--- src/rtl/sdrd_pkg.sv ---
// Shared types and constants for the SDRD serial reader: FSM states, bus window
// address and parameter defaults. Honours SDRD_READER_PARITY_EN (adds one parity bit per frame).
package sdrd_pkg;

   typedef enum logic [2:0] {
      S_IDLE,
      S_SETUP,
      S_HOLD,
      S_SAMPLE,
      S_GAP,
      S_DONE
   } sdrd_state_e;

   localparam logic BA13_WIN = 1'b0;
   localparam logic BA12_WIN = 1'b1;

   localparam int NBITS_DEF      = 16;
   localparam int STROBE_CYC_DEF = 2;

`ifdef SDRD_READER_PARITY_EN
   localparam int PAR_BITS = 1;
`else
   localparam int PAR_BITS = 0;
`endif

endpackage

--- src/rtl/sdrd_reader_if.sv ---
// Host-side request/result signals and target bus pins of the SDRD reader.
// master = reader (drives the bus), slave = host/target side.
interface sdrd_reader_if
   import sdrd_pkg::*;
#(
   parameter int NBITS = NBITS_DEF
);
   logic             start;
   logic [3:0]       cmd;
   logic             sser_n;
   logic             ba13;
   logic             ba12;
   logic [3:0]       ba_cmd;
   logic             br_w;
   logic             sdrd;
   logic             busy;
   logic [NBITS-1:0] data_o;
   logic             data_valid;
   logic             data_ready;
   logic             par_err;

   modport master (
      input  start, cmd, sdrd, data_ready,
      output sser_n, ba13, ba12, ba_cmd, br_w, busy, data_o, data_valid, par_err
   );

   modport slave (
      output start, cmd, sdrd, data_ready,
      input  sser_n, ba13, ba12, ba_cmd, br_w, busy, data_o, data_valid, par_err
   );
endinterface

--- src/rtl/sdrd_strobe_timer.sv ---
// Counts the select hold time: loaded with STROBE_CYC while in SETUP, counts down
// while enabled, and flags done on the last hold cycle.
module sdrd_strobe_timer
   import sdrd_pkg::*;
#(
   parameter int STROBE_CYC = STROBE_CYC_DEF
) (
   input  logic clk,
   input  logic rst_n,
   input  logic load_i,
   input  logic en_i,
   output logic done_o
);
   localparam logic [3:0] LOAD = 4'(STROBE_CYC);

   logic [3:0] cnt_q, cnt_d;

   always_comb begin
      cnt_d = cnt_q;
      if (load_i) begin
         cnt_d = LOAD;
      end else if (en_i && cnt_q != 4'd0) begin
         cnt_d = cnt_q - 4'd1;
      end
   end

   always_ff @(posedge clk) begin
      if (!rst_n) begin
         cnt_q <= '0;
      end else begin
         cnt_q <= cnt_d;
      end
   end

   assign done_o = en_i && (cnt_q == 4'd1);
endmodule

--- src/rtl/sdrd_reader.sv ---
// Serial SDRD reader: strobes the target once per bit and shifts SDRD in MSB first.
// Optional SDRD_READER_PARITY_EN appends an odd-parity bit to every frame.
module sdrd_reader
   import sdrd_pkg::*;
#(
   parameter int NBITS      = NBITS_DEF,
   parameter int STROBE_CYC = STROBE_CYC_DEF
) (
   input  logic          clk,
   input  logic          rst_n,
   sdrd_reader_if.master bus
);
   localparam int            SW   = NBITS + PAR_BITS;
   localparam int            CW   = (SW > 1) ? $clog2(SW) : 1;
   localparam logic [CW-1:0] LAST = CW'(SW - 1);

   sdrd_state_e      state_q, state_d;
   logic [3:0]       cmd_q, cmd_d;
   logic [SW-1:0]    sh_q, sh_d;
   logic [CW-1:0]    bit_q, bit_d;
   logic [NBITS-1:0] dout_q, dout_d;
   logic             perr_q, perr_d;
   logic             hold_done;
   logic             drive;

   sdrd_strobe_timer #(
      .STROBE_CYC (STROBE_CYC)
   ) u_timer (
      .clk    (clk),
      .rst_n  (rst_n),
      .load_i (state_q == S_SETUP),
      .en_i   (state_q == S_HOLD),
      .done_o (hold_done)
   );

   always_comb begin
      state_d = state_q;
      cmd_d   = cmd_q;
      sh_d    = sh_q;
      bit_d   = bit_q;
      dout_d  = dout_q;
      perr_d  = perr_q;
      case (state_q)
         S_IDLE: begin
            if (bus.start) begin
               state_d = S_SETUP;
               cmd_d   = bus.cmd;
               sh_d    = '0;
               bit_d   = '0;
            end
         end
         S_SETUP:  state_d = S_HOLD;
         S_HOLD:   if (hold_done) state_d = S_SAMPLE;
         S_SAMPLE: begin
            sh_d    = SW'({sh_q, bus.sdrd});
            state_d = S_GAP;
         end
         S_GAP: begin
            if (bit_q == LAST) begin
               state_d = S_DONE;
`ifdef SDRD_READER_PARITY_EN
               // Odd parity: the frame including its parity bit must hold an odd number of ones.
               dout_d  = sh_q[SW-1:1];
               perr_d  = ~(^sh_q);
`else
               dout_d  = sh_q;
               perr_d  = 1'b0;
`endif
            end else begin
               bit_d   = bit_q + 1'b1;
               state_d = S_SETUP;
            end
         end
         S_DONE: begin
            if (bus.data_ready) begin
               perr_d = 1'b0;
               if (bus.start) begin
                  state_d = S_SETUP;
                  cmd_d   = bus.cmd;
                  sh_d    = '0;
                  bit_d   = '0;
               end else begin
                  state_d = S_IDLE;
               end
            end
         end
         default: state_d = S_IDLE;
      endcase
   end

   always_ff @(posedge clk) begin
      if (!rst_n) begin
         state_q <= S_IDLE;
         cmd_q   <= '0;
         sh_q    <= '0;
         bit_q   <= '0;
         dout_q  <= '0;
         perr_q  <= 1'b0;
      end else begin
         state_q <= state_d;
         cmd_q   <= cmd_d;
         sh_q    <= sh_d;
         bit_q   <= bit_d;
         dout_q  <= dout_d;
         perr_q  <= perr_d;
      end
   end

   // Bus pins are decoded from state so reset drives them idle on the same edge.
   assign drive          = (state_q == S_SETUP) || (state_q == S_HOLD) || (state_q == S_SAMPLE);
   assign bus.sser_n     = ~drive;
   assign bus.ba13       = drive ? BA13_WIN : 1'b1;
   assign bus.ba12       = drive ? BA12_WIN : 1'b0;
   assign bus.br_w       = drive;
   assign bus.ba_cmd     = drive ? cmd_q : 4'h0;
   assign bus.busy       = (state_q != S_IDLE) && (state_q != S_DONE);
   assign bus.data_valid = (state_q == S_DONE);
   assign bus.data_o     = dout_q;
   assign bus.par_err    = perr_q;
endmodule
--- src/flat_wrapper.sv ---
// flat-port wrapper written by rule: the top's interface ports become plain ports
module sdrd_reader_flat import sdrd_pkg::*;
#(
   parameter int NBITS      = NBITS_DEF,
   parameter int STROBE_CYC = STROBE_CYC_DEF
)
  (clk, rst_n, bus_start, bus_cmd, bus_sdrd, bus_data_ready, bus_sser_n, bus_ba13, bus_ba12, bus_ba_cmd, bus_br_w, bus_busy, bus_data_o, bus_data_valid, bus_par_err);
  sdrd_reader_if #(.NBITS(NBITS)) bus_i ();
  input  logic clk;
  input  logic rst_n;
  input wire logic [$bits(bus_i.start)-1:0] bus_start;
  input wire logic [$bits(bus_i.cmd)-1:0] bus_cmd;
  input wire logic [$bits(bus_i.sdrd)-1:0] bus_sdrd;
  input wire logic [$bits(bus_i.data_ready)-1:0] bus_data_ready;
  output wire logic [$bits(bus_i.sser_n)-1:0] bus_sser_n;
  output wire logic [$bits(bus_i.ba13)-1:0] bus_ba13;
  output wire logic [$bits(bus_i.ba12)-1:0] bus_ba12;
  output wire logic [$bits(bus_i.ba_cmd)-1:0] bus_ba_cmd;
  output wire logic [$bits(bus_i.br_w)-1:0] bus_br_w;
  output wire logic [$bits(bus_i.busy)-1:0] bus_busy;
  output wire logic [$bits(bus_i.data_o)-1:0] bus_data_o;
  output wire logic [$bits(bus_i.data_valid)-1:0] bus_data_valid;
  output wire logic [$bits(bus_i.par_err)-1:0] bus_par_err;
  assign bus_i.start = bus_start;
  assign bus_i.cmd = bus_cmd;
  assign bus_i.sdrd = bus_sdrd;
  assign bus_i.data_ready = bus_data_ready;
  assign bus_sser_n = bus_i.sser_n;
  assign bus_ba13 = bus_i.ba13;
  assign bus_ba12 = bus_i.ba12;
  assign bus_ba_cmd = bus_i.ba_cmd;
  assign bus_br_w = bus_i.br_w;
  assign bus_busy = bus_i.busy;
  assign bus_data_o = bus_i.data_o;
  assign bus_data_valid = bus_i.data_valid;
  assign bus_par_err = bus_i.par_err;
  sdrd_reader #(.NBITS(NBITS), .STROBE_CYC(STROBE_CYC)) u_core (.clk(clk), .rst_n(rst_n), .bus(bus_i));
endmodule
--- config.mk ---
export PLATFORM = sky130hd
export DESIGN_NAME = sdrd_reader_flat
export DESIGN_NICKNAME = d
export VERILOG_FILES = /design/src/rtl/sdrd_pkg.sv /design/src/rtl/sdrd_reader_if.sv /design/src/rtl/sdrd_strobe_timer.sv /design/src/rtl/sdrd_reader.sv /design/src/flat_wrapper.sv
export SDC_FILE = /design/constraint.sdc
export NUM_CORES = 1
export LEC_CHECK = 0
export BUFFER_PORTS_ARGS = -buffer_cell sky130_fd_sc_hd__buf_4
export CAP_MARGIN = 5
export CORE_ASPECT_RATIO = 1.4
export CORE_MARGIN = 8
export CORE_UTILIZATION = 45
export CTS_BUF_LIST = sky130_fd_sc_hd__clkbuf_2
export DETAILED_ROUTE_END_ITERATION = 10
export PLACE_DENSITY = 0.69
export SKIP_CTS_REPAIR_TIMING = 1
export SYNTH_ARGS = -nofsm -noshare
export SYNTH_HDL_FRONTEND = slang
export SYNTH_HIERARCHICAL = 1
export SYNTH_SLANG_ARGS = --single-unit
--- constraint.sdc ---
create_clock -name clk -period 2.3 [get_ports clk]
set_input_delay 0 -clock clk [delete_from_list [all_inputs] [get_ports clk]]
set_output_delay 0 -clock clk [all_outputs]
set_load 0.01 [all_outputs]
==> summary.txt <==
Logic synthesis
  • Yosys top cell area share: 43.0%
  • Synth cell types: 42
  • Top cells by area, synth: dfxtp_1 (43%), nand2_1 (8.7%), o31ai_1 (5.5%)
  • Cells after synthesis: 264
  • Synth Flop Type: dfxtp_1
  • Asr flop ratio synth: 0%
  • Syn nets: 277
  • Commonest cells in the synthesized netlist: nand2_1 (51), dfxtp_1 (47), nand3_1 (20), o21ai_0 (20), a21oi_1 (18)
  • Cell with the most instances after synthesis: nand2_1
  • Avg Cell Area, Syn: 8.29 µm²
  • Number of flops mapped to enable cells by yosys: 0
  • Post-synthesis sequential area ratio: 43.0%
  • Post-synth top area cell: dfxtp_1
  • Mapped cell area: 2190 µm²
  • Synth Register Bits: 47
  • Yosys warning total: 6

Clocking
  • CTS clock-pin slew for the worst setup and hold paths: 0.24 ns
  • CTS buffer count: 5
  • Clock Path Buffers: 2
  • TritonCTS clock tree: built
  • H-Tree Depth: 2
  • CTS root buf: clkbuf_2
  • Worst-Skew Late Latency: 0.41 ns
  • Clock Sinks: 47

STA
  • Slew @ Worst Pin: 1.11 ns
  • Slew Limit Fails: 0
  • Final Hold Viols: 0
  • Peak Freq: 510 MHz
  • RSZ-0062 raised after global routing: no
  • Max_slew headroom: 25.6%
  • Post-route setup TNS: 0 ns
  • Final setup fails: 0
  • Worst Skew: 0.0141 ns
  • Crit share post-route: 85.3%
  • Post-layout minimum cycle time: 1.96 ns

Drt
  • Residual DRC: 0
  • Drt pass-1 iters: 4
  • Routed via count: 1951
  • WL final: 4900 µm
  • Via density: 5.29
  • Drt wl/cell: 13.3 µm
  • Post-DRT Antenna Nets: 0
  • First DRT Iteration DRCs: 88

Floorplan
  • Row count: 30
  • Die Ht: 98.5 µm
  • Die X: 74.9 µm
  • I/O pins: 36
  • Initial core utilization: 45.9%
  • Placeable Area: 4770 µm²
  • Die Area: 7380 µm²

Global route
  • First-pass GRT wire length: 8380 µm
  • GR Overflow Total: 0
  • Antenna violations before repair: 0
  • Largest net degree at the start of global routing: 31
  • Tot GR Track Use: 13.9%
  • Vias in the first global route: 1897

Place
  • Detail Placement HPWL: 3290 µm
  • I/O Buffers: 34
  • Final RePlAce weighted congestion: 0.854
  • Placed cells: 346

Final layout
  • Syn-to-layout area delta: 21.5%
  • Share of cells above drive strength 1: 18.0%
  • Fillers: 451
  • N_diodes: 0
  • Final cell count without fillers: 369
  • Nets: 317

Power
  • Power per Cell Area: 689 nW/µm²
  • Peak supply drop: 0.404 mV
  • Lkg Pwr: 1.02 nW

Setup path
  • Critical path required time: 2.67 ns
  • Critical Path Fanout Max: 10
  • Startpoint Class: register
  • WP data arrival: 2.33 ns
  • Setup CP Type: register to register
  • Crit end category: register

Min path
  • Worst Hold Class: input port to register

Flow run
  • Max-Cap Viols: 0

Outcome
  • Status: finished, final reports clean
## layout by cell type (no fill, tap or decap), types with 9 or more instances in the layout
cell type | synthesis | layout
dlygate4sd3_1 | 0 | 15
o31ai_1 | 16 | 16
nand2_1 | 51 | 51
o21ai_0 | 20 | 20
buf_4 | 4 | 41
dfxtp_1 | 47 | 47
inv_1 | 9 | 9
a21oi_1 | 18 | 18
nand3_1 | 20 | 20
## cell families (layout without fill, tap and decap cells)
group                      Yosys count  count (layout)  share of synthesized area (%)
and+or+nand+nor                    102             102                           22.7
buffers and inverters               32              73                           7.78
adders and majority gates            4               4                           2.29
xor gates and xnor gates             1               1                          0.400
AOI/OAI and AO/OA                   72              72                           21.4
DFF                                 47              47                           43.0
other                                1               1                          0.171
muxes                                5               5                           2.29
## power by group
group          leakage (nW)  switching, W  internal, W
Clock                0.0429      0.000270     0.000184
Combinational         0.593      0.000273     0.000219
Sequential            0.380     0.0000349     0.000850
Total                  1.02      0.000578      0.00125
## sequential cells by signal, summed over array words and instances, names as in the netlist
signal                count
u_core/state_q            3
u_core/sh_q              16
u_core/bit_q              4
u_core/cmd_q              4
u_core/u_timer/cnt_q      4
u_core/bus.data_o        16
## worst paths after layout
| kind | from | to | slack (ns) | cells after the start |
|---|---|---|---|---|
| worst max-delay path | u_core/state_q[0] | u_core/cmd_q[1] | 0.34 | 5 |
| worst min-delay path | bus_sdrd | u_core/sh_q[0] | 0.31 | 4 |
| worst max register to register | u_core/state_q[0] | u_core/cmd_q[1] | 0.34 | 5 |
| worst min register to register | u_core/cmd_q[0] | u_core/cmd_q[0] | 0.48 | 2 |
## stage by stage
step / total power, W / utilization, % / hold slack [ns] / cell area, µm² / setup slack (ns)
6_report: 0.00183 / 55.8 / 0.314 / 2660 / 0.338
5_1_grt: 0.00194 / 55.8 / 0.317 / 2660 / 0.214
4_1_cts: 0.00182 / 52.6 / -0.261 / 2510 / 0.384
3_5_place_dp: 0.00136 / 51.2 / 0.203 / 2440 / 0.409
3_3_place_gp: 0.00136 / 51.2 / 0.203 / 2440 / 0.502
2_1_floorplan: 0.00125 / - / 0.108 / 2190 / 0.441
## worst max-delay path: stages, from the launching register on
cell and delay, ns:
dfxtp_1 0.54, buf_4 0.22, nand3_1 0.14, a21oi_4 0.28, mux2i_1 0.20, dlygate4sd3_1 0.55
## layer usage
metal	global-route usage (%)	wire [µm]	share of wire (%)
met1	15.5	2120	43
met2	24.0	2420	49
met3	3.46	265	5.4
met4	5.30	94	1.9
met5	0	0	0
## area by class of cell
cell class                 instances  area (µm²)  share of cell area [%]
clock buffer                       5        25.0                   0.941
clock inverter                     3        43.8                    1.65
inverter                           9        33.8                    1.27
multi-input combinational        185        1080                    40.5
sequential                        47         941                    35.4
tap                               64        80.1                    3.01
timing repair buffer              56         458                    17.2
No activity file was read; power rests on OpenSTA's default activity.
